===== config.mk =====
export PLATFORM = sky130hd
export DESIGN_NAME = ddr4_cmd_issuer
export DESIGN_NICKNAME = d
export VERILOG_FILES = /design/src/rtl/ddr4_cmd_issuer.sv
export SDC_FILE = /design/constraint.sdc
export NUM_CORES = 1
export LEC_CHECK = 0
export ABC_AREA = 1
export CAP_MARGIN = 20
export CORE_MARGIN = 5
export CORE_UTILIZATION = 55
export DETAILED_ROUTE_END_ITERATION = 7
export PLACE_DENSITY = 0.76
export SLEW_MARGIN = 20
export SYNTH_ARGS = -nofsm -noshare
export SYNTH_HDL_FRONTEND = slang
export SYNTH_SLANG_ARGS = --single-unit
export TNS_END_PERCENT = 30

===== constraint.sdc =====
create_clock -name clk -period 3.1 [get_ports clk]
set_input_delay 0.775 -clock clk [delete_from_list [all_inputs] [get_ports clk]]
set_output_delay 0.775 -clock clk [all_outputs]
set_load 0.05 [all_outputs]

===== src/rtl/ddr4_cmd_issuer.sv =====
// Open-page DDR4 command issuer: turns single read/write requests into the minimal
// PRE/ACT/RD/WR sequence, tracking the open row of each bank.
module ddr4_cmd_issuer #(
  parameter int BGWIDTH   = 2,
  parameter int BAWIDTH   = 2,
  parameter int ADDRWIDTH = 17,
  parameter int COLWIDTH  = 10,
  parameter int TRP       = 3,
  parameter int TRCD      = 3,
  parameter int TBURST    = 4
) (
  input  logic                 clk,
  input  logic                 reset,
  input  logic                 req_valid,
  output logic                 req_ready,
  input  logic                 req_wr,
  input  logic [BGWIDTH-1:0]   req_bg,
  input  logic [BAWIDTH-1:0]   req_ba,
  input  logic [ADDRWIDTH-1:0] req_row,
  input  logic [COLWIDTH-1:0]  req_col,
  output logic                 act_n,
  output logic [ADDRWIDTH-1:0] A,
  output logic [BGWIDTH-1:0]   bg,
  output logic [BAWIDTH-1:0]   ba,
  output logic                 cs_n,
  output logic                 cke,
  output logic                 row_hit,
  output logic                 cmd_done
);

  localparam int BKW   = BGWIDTH + BAWIDTH;
  localparam int NBANK = 2 ** BKW;

  typedef enum logic [2:0] {
    IDLE, PRE, WAIT_RP, ACT, WAIT_RCD, COL, WAIT_BURST
  } state_t;

  state_t state, state_nxt;
  logic [7:0] cnt, cnt_nxt;

  logic                 wr_q;
  logic [BGWIDTH-1:0]   bg_q;
  logic [BAWIDTH-1:0]   ba_q;
  logic [ADDRWIDTH-1:0] row_q;
  logic [COLWIDTH-1:0]  col_q;

  logic [NBANK-1:0]     open_q;
  logic [ADDRWIDTH-1:0] open_row [NBANK];

  logic           accept;
  logic [BKW-1:0] req_bank;
  logic [BKW-1:0] cur_bank;

  assign accept   = req_valid && req_ready;
  assign req_bank = {req_bg, req_ba};
  assign cur_bank = {bg_q, ba_q};

  // Next-state and wait-counter control
  always_comb begin
    state_nxt = state;
    cnt_nxt   = cnt;
    case (state)
      IDLE: begin
        if (accept) begin
          if (open_q[req_bank] && open_row[req_bank] == req_row) state_nxt = COL;
          else if (open_q[req_bank])                             state_nxt = PRE;
          else                                                   state_nxt = ACT;
        end
      end
      PRE: begin
        if (TRP > 1) begin
          state_nxt = WAIT_RP;
          cnt_nxt   = 8'(TRP - 2);
        end else begin
          state_nxt = ACT;
        end
      end
      WAIT_RP: begin
        if (cnt == 8'd0) state_nxt = ACT;
        else             cnt_nxt   = cnt - 8'd1;
      end
      ACT: begin
        if (TRCD > 1) begin
          state_nxt = WAIT_RCD;
          cnt_nxt   = 8'(TRCD - 2);
        end else begin
          state_nxt = COL;
        end
      end
      WAIT_RCD: begin
        if (cnt == 8'd0) state_nxt = COL;
        else             cnt_nxt   = cnt - 8'd1;
      end
      COL: begin
        state_nxt = WAIT_BURST;
        cnt_nxt   = 8'(TBURST - 1);
      end
      WAIT_BURST: begin
        if (cnt == 8'd0) state_nxt = IDLE;
        else             cnt_nxt   = cnt - 8'd1;
      end
      default: state_nxt = IDLE;
    endcase
  end

  always_ff @(posedge clk or posedge reset) begin
    if (reset) begin
      state <= IDLE;
      cnt   <= 8'd0;
    end else begin
      state <= state_nxt;
      cnt   <= cnt_nxt;
    end
  end

  always_ff @(posedge clk or posedge reset) begin
    if (reset) begin
      wr_q  <= 1'b0;
      bg_q  <= '0;
      ba_q  <= '0;
      row_q <= '0;
      col_q <= '0;
    end else if (accept) begin
      wr_q  <= req_wr;
      bg_q  <= req_bg;
      ba_q  <= req_ba;
      row_q <= req_row;
      col_q <= req_col;
    end
  end

  // Bank table follows the commands as they are driven on the pins
  always_ff @(posedge clk or posedge reset) begin
    if (reset) begin
      open_q <= '0;
    end else if (state == PRE) begin
      open_q[cur_bank] <= 1'b0;
    end else if (state == ACT) begin
      open_q[cur_bank] <= 1'b1;
    end
  end

  always_ff @(posedge clk) begin
    if (state == ACT) open_row[cur_bank] <= row_q;
  end

  // Pin values for the coming cycle; on the acceptance edge the fields come
  // straight from the request since the latches update on that same edge.
  logic                 f_wr;
  logic [BGWIDTH-1:0]   f_bg;
  logic [BAWIDTH-1:0]   f_ba;
  logic [ADDRWIDTH-1:0] f_row;
  logic [COLWIDTH-1:0]  f_col;
  logic                 cs_d, act_d, hit_d, done_d;
  logic [ADDRWIDTH-1:0] a_d;
  logic [BGWIDTH-1:0]   bg_d;
  logic [BAWIDTH-1:0]   ba_d;

  always_comb begin
    f_wr   = (state == IDLE) ? req_wr  : wr_q;
    f_bg   = (state == IDLE) ? req_bg  : bg_q;
    f_ba   = (state == IDLE) ? req_ba  : ba_q;
    f_row  = (state == IDLE) ? req_row : row_q;
    f_col  = (state == IDLE) ? req_col : col_q;
    cs_d   = 1'b1;
    act_d  = 1'b1;
    a_d    = '0;
    bg_d   = '0;
    ba_d   = '0;
    hit_d  = 1'b0;
    done_d = 1'b0;
    case (state_nxt)
      PRE: begin
        cs_d       = 1'b0;
        a_d[16:14] = 3'b010;
        bg_d       = f_bg;
        ba_d       = f_ba;
      end
      ACT: begin
        cs_d  = 1'b0;
        act_d = 1'b0;
        a_d   = f_row;
        bg_d  = f_bg;
        ba_d  = f_ba;
      end
      COL: begin
        cs_d                = 1'b0;
        a_d[16:14]          = f_wr ? 3'b100 : 3'b101;
        a_d[COLWIDTH-1:0]   = f_col;
        bg_d                = f_bg;
        ba_d                = f_ba;
        done_d              = 1'b1;
        hit_d               = (state == IDLE);
      end
      default: ;
    endcase
  end

  always_ff @(posedge clk or posedge reset) begin
    if (reset) begin
      cs_n      <= 1'b1;
      act_n     <= 1'b1;
      A         <= '0;
      bg        <= '0;
      ba        <= '0;
      cke       <= 1'b0;
      req_ready <= 1'b0;
      row_hit   <= 1'b0;
      cmd_done  <= 1'b0;
    end else begin
      cs_n      <= cs_d;
      act_n     <= act_d;
      A         <= a_d;
      bg        <= bg_d;
      ba        <= ba_d;
      cke       <= 1'b1;
      req_ready <= (state_nxt == IDLE);
      row_hit   <= hit_d;
      cmd_done  <= done_d;
    end
  end

endmodule


# [Word-level counts from Yosys, hierarchy flattened]
# Memories as Yosys holds them, arrays and structs flattened.
# Cells that the tools add are included.
[word_totals] mem_bits_rw=272 n_memories=1 wordCells=80 reg_bits=86 out_inout_bits=27 in_bits=35
[op_classes] n_reduce_logical=12 bitwise=3 order_cmp=3 eq_ne=11 add_sub_neg=1 n_mux=32
[mem_list] name="open_row" depth=16 width=17 read_ports=1 rd_ports_with_merged_regs=0 write_ports=1 line_no="48" text="logic [ADDRWIDTH-1:0] open_row [NBANK];"
[op_table] operator="16-bit 2-to-1 mux" count=2
[op_table] operator="8-bit case mux with 3 select lines" count=1
[op_table] operator="3-bit case mux with 7 select lines" count=1
[op_table] operator="10-bit case mux with 2 select lines" count=1
[op_table] operator="17-bit equality test" count=1
[op_table] operator="17-bit 2-to-1 mux" count=1
[op_table] operator="16-bit bitwise AND" count=1
[op_table] operator="16-bit inverter" count=1
[op_table] operator="16-bit OR" count=1
[op_table] operator="3-bit 2-to-1 mux" count=5
[op_table] operator="3-bit equality test (second input constant)" count=4
[op_table] operator="4-bit by 5-bit < comparator with 1-bit output (second input constant)" count=2
[op_table] operator="1-bit 2-to-1 mux" count=10
[op_table] operator="10-bit 2-to-1 mux" count=1
[op_table] operator="2-bit 2-to-1 mux" count=5
[op_table] operator="3-bit by 2-bit equality test with 1-bit output (second input constant)" count=3
[op_table] operator="3-bit case mux with 3 select lines" count=1
[op_table] operator="8-bit logical NOT" count=1
[op_table] operator="8-bit 2-to-1 mux" count=1
[op_table] operator="8-bit by 1-bit subtractor with 8-bit output (second input constant)" count=1
[op_table] operator="3-bit by 1-bit equality test with 1-bit output (second input constant)" count=2
[op_table] operator="3-bit logical NOT" count=2
[op_table] operator="3-bit OR reduction" count=2
[op_table] operator="1-bit binary-select mux with 4-bit select" count=1
[op_table] operator="9 further kinds" count=11

# [Logic depth before layout (Yosys ltp)]
[logic_depth] ltp_word=9 depth_mapped=20 ltp_nobuf=16

# [Worst setup path after synthesis]
# No wires, ideal clock.
[synth_timing] path_type="reg-to-reg" from="register state[0]" to="memory open_row[3][0], enable pin" stages_incl_launch_ff=6 path_buffers=1 period_less_slack_ns=3.023 setup_time_ns=0.438 required_time_ns=2.662 path_slack_ns=0.077 arrival_ns=2.585 path_cell_list="dfrtp_1 > inv_1 > nor3_1 > inv_1 > clkbuf_1 > nor4_1"
[synth_via] elab_chain_len=3
[synth_lines] item="start, declared" line_no="38" text="state_t state, state_nxt;"
[synth_lines] item="start signal, assigned" line_no="111" text="state <= state_nxt;"
[synth_lines] item="3-bit by 2-bit equality test with 1-bit output" line_no="144" text="if (state == ACT) open_row[cur_bank] <= row_q;"
[synth_lines] item="1-bit 2-to-1 mux" line_no="144"
[synth_lines] item="1-bit 2-to-1 mux (implied by the code)" line_no="144"
[synth_lines] item="end, declared" line_no="48"
# No other way between the ends.

# [Worst setup path in the final report]
[layout_timing] from="register act_n" to="output act_n"
[layout_rtl] item="start, declared" line_no="21" text="output logic act_n,"
[layout_rtl] item="start signal, assigned" line_no="212" text="act_n <= act_d;"
# No word-level cell between the ends.

==> impl_results.md <==
* Worst-path maximum fanout at 1
* Clk sinks at 358
* Setup TNS at 0 ns
* Dpl hpwl at 24.2 mm
* DR iter-0 viols at 1678
* Most common cell after layout, fill and taps aside: nand2_1
* Worst VDD drop at 609 uV
* Kind of cell adding the most delay to the critical path: buffers and inverters
* # Post-CTS Setup Buffers at 0
* Max Cap Viol at 0
* Final ANT Viol Nets at 0
* CP Class: reg2out
* Final worst slack at 0.498 ns
* Comb pwr share at 0.200
* Final weighted congestion in routability-driven placement at 0.889
* Ys Warns at 0
* Met1 WL at 16.0 mm
* Number of fill cells at 2136
* Vias at 11395
* Vert. Die Dim at 178 microns
* Syn Std Cell Area at 15500 sq um
* First-pass GRT wire length at 62.5 mm
* Slowest CP cell: clkdlybuf4s50_1
* Clk buf depth at 3
* WHS at 0.476 ns
* Period minus WS final at 2.60 ns
* Yosys cell types at 37
* HP Start: cnt[4]$_DFFE_PP0P_
* Die ar. at 31700 sq um
* Sequential Power Share at 0.501
* Residual DRC count at 0
* Final setup violation count at 0
* Slew margin rel. at 0.538
* CTS Hold Buffers Added at 0
* DP Cell Count at 1914
* Crit start category: register
* Die X-Extent at 178 microns
* Drt first pass iters at 6
* Initial antenna violation count at 0
* Vias in the first global route at 11098
* Flop2flop setup slack at 0.59 ns
* Internal at 9.30 mW
* Largest stage delay, worst path at 0.80 ns
* CP endpoint kind: primary output
* Met2 wire length at 19.0 mm
* Final WL at 40.1 mm
* Final Cell Area at 17800 sq um
* TritonCTS clock tree: done
* CP Data Required Time at 2.32 ns
* Syn Area/Cell at 10.3 sq um
* Buffers on Ports at 61
* Met3 Wirelength at 3.74 mm
* FP Rows at 61
* Sw frac at 0.322
* TritonCTS buffer count at 37
* R2R Path End: A[16]$_DFF_PP0_
* Hold Violations, Final at 0
* EDFF count, synth at 272
* Final Util at 0.638
* RR Startpoint: state[0]$_DFF_PP0_
* Grt total ovfl at 0
* Core footprint at 27900 sq um
* Clock-pin transition on the worst setup and hold timing paths at 0.06 ns
* CP arrival at 1.83 ns
* Nets at 1612
* Clk pwr share at 0.300
* Ant. Diodes at 0
* Syn nets at 1541
* Cts repair resizes at 0
* DP Area at 16700 sq um
* Setup repair after global routing missed its margin: false
* Setup WS pre-CTS at 0.0665 ns
* Worst-margin pin slew at 0.690 ns
* Initial Utilization at 0.558
* Final Non-Filler Cells at 1981
* Cell count after synthesis at 1504
* IO Pins at 62
* Layout cells sized above 1 at 0.0886
* Htree depth at 2
* Leakage at 7.16 nW
* Status: finished, final reports clean
* DR top layer: met4
* Maximum clock rate at 384 MHz
* Synth-to-layout area growth at 14.5%
* End of the worst hold path: cnt[4]$_DFFE_PP0P_
* Setup Skew at 0.0129 ns
* Worst hold stages at 1
* Worst Hold Class: reg2reg
* Sw power at 4.42 mW
* Via/cell ratio at 5.75
* Register bit total from synthesis at 358
* Power per cell area at 771 nW/um^2
* CTS Root Cell: clkbuf_16
* Sequential-to-total area share from yosys stat at 0.664
* Wire per inst at 20.3 microns
* Global Route Usage Sum at 0.257
* Worst skew pair latency at 0.52 ns
* Buf/Inv on CP at 1
* Post-route total power at 13.7 mW
* Largest net degree at the start of global routing at 66
* Asr flop ratio synth at 0.240
* Final worst path period share at 0.839
* Crit path cell chain: clkdlybuf4s50_1
* Commonest register cell after synthesis: edfxtp_1
* Pins Over Slew Limit at 0
* Most frequent cells in the layout: nand2_1 (354), edfxtp_1 (272), nor2_1 (169), nand3_1 (151), o21ai_0 (135)
* Reg2Reg Depth at 8
[flip-flops by register name, summed over array words and instances, names as in the netlist, 3 cells and up, named ones only]
register  flops
state         3
A            17
row_q        17
cnt           8
col_q        10
open_row    272
[final cells by class]
cell class / count / area (sq um) / area share
Tap cell: 378 / 473 / 0.0266
Clock buffer: 53 / 1020 / 0.0571
Multi-Input combinational cell: 939 / 4250 / 0.239
Inverter: 128 / 487 / 0.0274
Clock inverter: 14 / 97.6 / 0.00549
Sequential cell: 358 / 10300 / 0.580
Timing Repair Buffer: 111 / 1140 / 0.0639
[Yosys cell counts, drive strengths merged (3+ instances only)]
master,number,area share
nor4,3,0.0012
inv,127,0.031
o21ai,160,0.053
nor2,183,0.044
a211oi,5,0.0024
clkbuf,28,0.0068
o211ai,21,0.010
nor3,6,0.0019
a31oi,4,0.0016
nand2,357,0.087
a21oi,30,0.0097
nand3,159,0.054
nand4,4,0.0020
dfrtp,84,0.14
buf,51,0.027
edfxtp,272,0.53
[worst max-delay path by stage]
stage / endpoint / depth (start not counted) / slack (ns) / startpoint
after floorplan: open_row[3][0]$_DFFE_PP_ / 5 / 0.08 / state[0]$_DFF_PP0_
after global placement: A[8]$_DFF_PP0_ / 12 / 0.12 / req_bg[1]
after detailed placement: A[16]$_DFF_PP0_ / 12 / 0.07 / req_bg[1]
after CTS: act_n / 1 / 0.48 / act_n$_DFF_PP1_
after global routing: A[16]$_DFF_PP0_ / 17 / 0.35 / req_ba[0]
final: act_n / 1 / 0.50 / act_n$_DFF_PP1_
[power groups by stage]
stage	Clock [mW]	Sequential (mW)	Combinational, mW
2_1_floorplan	0	6.93	1.60
3_3_place_gp	0	6.89	2.62
3_5_place_dp	0	6.94	2.69
4_1_cts	4.16	6.85	2.72
5_1_grt	4.38	6.95	3.01
6_report	4.11	6.87	2.74
[kinds of logic (layout without fill, tap and decap cells)]
family	Yosys count	count (layout)	synth area share
adders and majority gates	2	2	0.00161
and+or+nand+nor	714	714	0.191
other	1	1	0.000241
buffers and inverters	207	306	0.0650
DFF	358	358	0.664
AOI/OAI and AO/OA	222	222	0.0779
[routing by layer]
metal,global-route usage,vias up
met1,0.362,5485
met4,0.0867,0
met3,0.0428,113
met5,0,-
li1,-,5212
met2,0.410,585
(Power assumes the default switching activity.)
==> patch 1, RTL diff (same flow settings) <==
The parameter `BGWIDTH` goes from 2 to 1.
--- a/src/rtl/ddr4_cmd_issuer.sv
+++ b/src/rtl/ddr4_cmd_issuer.sv
@@ -2,5 +2,5 @@
 // PRE/ACT/RD/WR sequence, tracking the open row of each bank.
 module ddr4_cmd_issuer #(
-  parameter int BGWIDTH   = 2,
+  parameter int BGWIDTH   = 1,
   parameter int BAWIDTH   = 2,
   parameter int ADDRWIDTH = 17,
Ports: changed (resized bg and req_bg); port bits go from 62 to 60. No check against the original RTL was run, so the function may have changed too.
==> patch 1 against the original RTL <==
  * Count of clock-buffer cells in the layout shrank 21
  * Cell area shrank 38%
  * Sequential share of layout area shrank 4.2 points
  * Worst setup slack lost 0.075 ns
  * Synthesized area shrank 40%
  * Sequential cell count shrank 146
  * Total power shrank 35%
  * Global-route usage shrank 1.6 points
  * Wire length shrank 42%
  * Core utilization grew 2.9 points
==> patch 1: results (changes against the original RTL) <==
- Fraction of met1 tracks used by global routing: 0.3311 (was 0.3616)
- Worst slack, placed: 0.001217 ns (was 0.06653 ns)
- Final Non-Filler Cells: 1,278 (was 1,981)
- Metal-1 WL: 9440 um (was 15,950 um)
- Final wirelength: 23,230 um (was 40,140 um)
- Cts bufs inserted: 22 (was 37)
- First-pass GRT wire length: 37,290 um (was 62,540 um)
- Met3 usage: 0.05215 (was 0.04281)
- Row count: 47 (was 61)
- Peak VDD IR: 0.6355 mV (was 0.6094 mV)
- Number of fill cells: 1,251 (was 2,136)
- Pin count of the biggest net entering global routing: 39 (was 66)
- Relative slew slack: 0.4592 (was 0.5379)
- Final worst slack: 0.4227 ns (was 0.4976 ns)
- Yosys cell types: 32 (was 37)
- DR WL met2: 10,910 um (was 19,050 um)
- Cells after Synth: 966 (was 1,504)
- Drt first pass iters: 5 (was 6)
- CP Capture Point: A[16] (was act_n)
- Count of flip-flops with a built-in enable after synthesis: 136 (was 272)
- CP delay by family, top: simple AND/OR/NAND/NOR gates (was buffers and inverters)
- Asr flop ratio synth: 0.3585 (was 0.2402)
- Main area contributors after synthesis: edfxtp_1 44%, dfrtp_1 20%, nand2_1 11%, nand3_1 6.1%, inv_1 4.5% (was edfxtp_1 53%, dfrtp_1 14%, nand2_1 8.6%, nand3_1 4.9%, nor2_1 4.4%)
- Port bufs: 59 (was 61)
- Slowest stage delay, CP: 0.55 ns (was 0.80 ns)
- Drt via density: 5.564 (was 5.752)
- Most frequent cells after synthesis: 269 x nand2_1, 136 x edfxtp_1, 114 x nand3_1 (was 356 x nand2_1, 272 x edfxtp_1, 183 x nor2_1)
- HPWL Detailed: 14,310 um (was 24,160 um)
- Critical Path AT: 3.10 ns (was 1.83 ns)
- Vias in the first global route: 7,004 (was 11,100)
- Max Clock Skew: 0.009426 ns (was 0.01293 ns)
- Status: finished clean (unchanged)
- CP startpoint: req_ba[1] (was act_n)
- WL met3: 2298 um (was 3744 um)
- CP max FO: 18 (was 1)
- PwrDens: 806.9 mW/mm2 (was 771.3 mW/mm2)
patch 1: power by group through the flow:
stage,Sequential (mW),Combinational [mW],Clock [mW]
2_1_floorplan,4.26,1.21,0
3_3_place_gp,4.16,2.00,0
3_5_place_dp,4.17,2.04,0
4_1_cts,4.13,2.06,2.79
5_1_grt,4.21,2.31,2.92
6_report,4.15,2.07,2.75
patch 1: cell type report:
| cell class | instances | share of cell area |
|---|---|---|
| Timing Repair Buffer | 95 | 0.08489 |
| Multi-Input combinational cell | 595 | 0.2424 |
| Sequential cell | 212 | 0.5388 |
| Clock buffer | 32 | 0.06316 |
| Inverter | 116 | 0.03929 |
| Tap cell | 220 | 0.02477 |
| Clock inverter | 8 | 0.006643 |
patch 1: logic make-up (layout without fill, tap and decap cells):
group / Yosys count / count (layout) / synth area share
simple gates: 477 / 477 / 0.2119
flops: 212 / 212 / 0.6399
buf+inv: 159 / 251 / 0.07407
compound gates: 112 / 112 / 0.06819
xor+xnor: 3 / 3 / 0.002808
fa+ha+maj: 2 / 2 / 0.002674
other cells: 1 / 1 / 0.0004007
patch 1: metrics by stage:
| stage | util | cell area [um2] | total power, mW | hold WS (ns) |
|---|---|---|---|---|
| 2_1_floorplan | - | 9358 | 5.462 | 0.4339 |
| 6_report | 0.6678 | 11110 | 8.967 | 0.4642 |
| 5_1_grt | 0.6678 | 11110 | 9.443 | 0.5060 |
| 4_1_cts | 0.6678 | 11110 | 8.975 | 0.4613 |
| 3_3_place_gp | 0.6212 | 10340 | 6.151 | 0.4453 |
| 3_5_place_dp | 0.6212 | 10340 | 6.210 | 0.4534 |
==> patch 2, RTL diff (config.mk and constraints unchanged) <==
Made on the original files. The 7 states of `state_t` get a Gray code encoding in 3 bits.
--- a/src/rtl/ddr4_cmd_issuer.sv
+++ b/src/rtl/ddr4_cmd_issuer.sv
@@ -33,5 +33,5 @@
 
   typedef enum logic [2:0] {
-    IDLE, PRE, WAIT_RP, ACT, WAIT_RCD, COL, WAIT_BURST
+    IDLE = 3'b000, PRE = 3'b001, WAIT_RP = 3'b011, ACT = 3'b010, WAIT_RCD = 3'b110, COL = 3'b111, WAIT_BURST = 3'b101
   } state_t;
 
Behaviour: same outputs for any inputs over 4 cycles, from zero or initial values and one cycle with reset high; so few cycles prove little.
==> patch 2 against the original RTL <==
  * Wire length decreased by 5.3%
  * Sequential cell count stayed put
  * Worst setup slack got worse by 0.26 ns
  * Cell area rose by 1.9%
  * Combinational power grew 10%
  * Critical path depth increased by 17
  * Total power is 1.7% higher
  * Synthesized area decreased by 0.71%
  * Global-route usage decreased by 1.4 points
  * Critical endpoint is now A[1]
==> patch 2: results (changes against the original RTL) <==
- Pin count of the biggest net entering global routing: 65 (was 66)
- Main area contributors after synthesis: edfxtp_1 53%, dfrtp_1 14%, nand2_1 8.2%, o21ai_0 5.1%, nor2_1 4.6% (was edfxtp_1 53%, dfrtp_1 14%, nand2_1 8.6%, nand3_1 4.9%, nor2_1 4.4%)
- Metal-1 WL: 15,110 um (was 15,950 um)
- Fraction of area in multi-input gates: 0.2294 (was 0.2392)
- WL met3: 3091 um (was 3744 um)
- Buffers, non-clock: 145 (was 111)
- FF+latch count: 358 (unchanged)
- Peak VDD IR: 0.4973 mV (was 0.6094 mV)
- Met3 usage: 0.04005 (was 0.04281)
- CP max FO: 32 (was 1)
- Critical Path AT: 3.31 ns (was 1.83 ns)
- Max Clock Skew: 0.01166 ns (was 0.01293 ns)
- Comb_multi_in: 916 (was 939)
- Non-clock buffer share: 0.08485 (was 0.06388)
- Pwr Total: 13.95 mW (was 13.72 mW)
- Fraction of met1 tracks used by global routing: 0.3269 (was 0.3616)
- Drt via density: 5.579 (was 5.752)
- Syn Nets: 1,536 (was 1,541)
- Net count, final: 1,641 (was 1,612)
- HPWL Detailed: 24,010 um (was 24,160 um)
- Switching share of power: 0.3193 (was 0.3222)
- Syn avg cell area: 10.29 um2 (was 10.33 um2)
- Pleak: 7.410 nW (was 7.159 nW)
- Via count: 11,200 (was 11,400)
- Cts bufs inserted: 36 (was 37)
- Vias in the first global route: 10,900 (was 11,100)
- Layout cells sized above 1: 0.1086 (was 0.08858)
- Number of fill cells: 2,066 (was 2,136)
- First-pass GRT wire length: 58,960 um (was 62,540 um)
- Hold WC Path Type: input port to asynchronous set/reset pin (was flop to flop)
- Non-clk invs: 147 (was 128)
- Clock-cell share of area: 0.05944 (was 0.06261)
- Global Route Usage Sum: 0.2427 (was 0.2566)
- Slew @ Worst Pin: 0.9530 ns (was 0.6900 ns)
- Met2 Use GR: 0.3989 (was 0.4102)
- Cell total after placement: 1,944 (was 1,914)
- Cell Area, Placed: 0.01704 mm2 (was 0.01667 mm2)
- Most frequent cells after synthesis: 336 x nand2_1, 272 x edfxtp_1, 191 x nor2_1 (was 356 x nand2_1, 272 x edfxtp_1, 183 x nor2_1)
- Seq/Total Area, Yosys: 0.6692 (was 0.6645)
- Yosys cell types: 32 (was 37)
- Hold slack final: 0.4575 ns (was 0.4756 ns)
- DRT iter0 DRCs: 1,154 (was 1,678)
- Post-layout minimum cycle time: 2.866 ns (was 2.602 ns)
- Clock Power Share: 0.289 (was 0.300)
- Worst slack, placed: -0.2523 ns (was 0.06653 ns)
- Area growth, synth to finish: 17.49% (was 14.49%)
- Drt wl/cell: 18.94 um (was 20.26 um)
- Gpl congestion: 0.9262 (was 0.8889)
- Status: finished clean (unchanged)
- Flop pwr share: 0.495 (was 0.501)
- DR WL met2: 18,340 um (was 19,050 um)
## patch 2: critical path, stage by stage
cell and delay (ns):
clkdlybuf4s50_1 0.52, buf_12 0.24, nand3_1 0.13, nand3_1 0.10, nand2_1 0.06, nand2_1 0.05, nand2_1 0.06, nor2_1 0.17
nand2_1 0.12, nor2_1 0.12, buf_4 0.15, nand3_1 0.07, nand2_1 0.10, nand2_2 0.08, nand2_4 0.10, nand2_2 0.14
buf_4 0.19, o21ai_2 0.11
## patch 2: worst paths after layout
path,endpoint,from,cells after the start
min reg2reg,cnt[4],cnt[4],1
min,cnt[3],reset,2
min in group clk,cnt[4],cnt[4],1
max in group asynchronous,row_q[0],reset,3
max reg2reg,bg[0],cnt[0],13
max,A[1],req_bg[0],18
## patch 2: logic make-up after synthesis
kind of cell / count (synthesis) / synth area share
compound gates: 242 / 0.08809
fa+ha+maj: 2 / 0.001622
buf+inv: 225 / 0.06424
flops: 358 / 0.6692
other cells: 1 / 0.0002431
simple gates: 671 / 0.1766
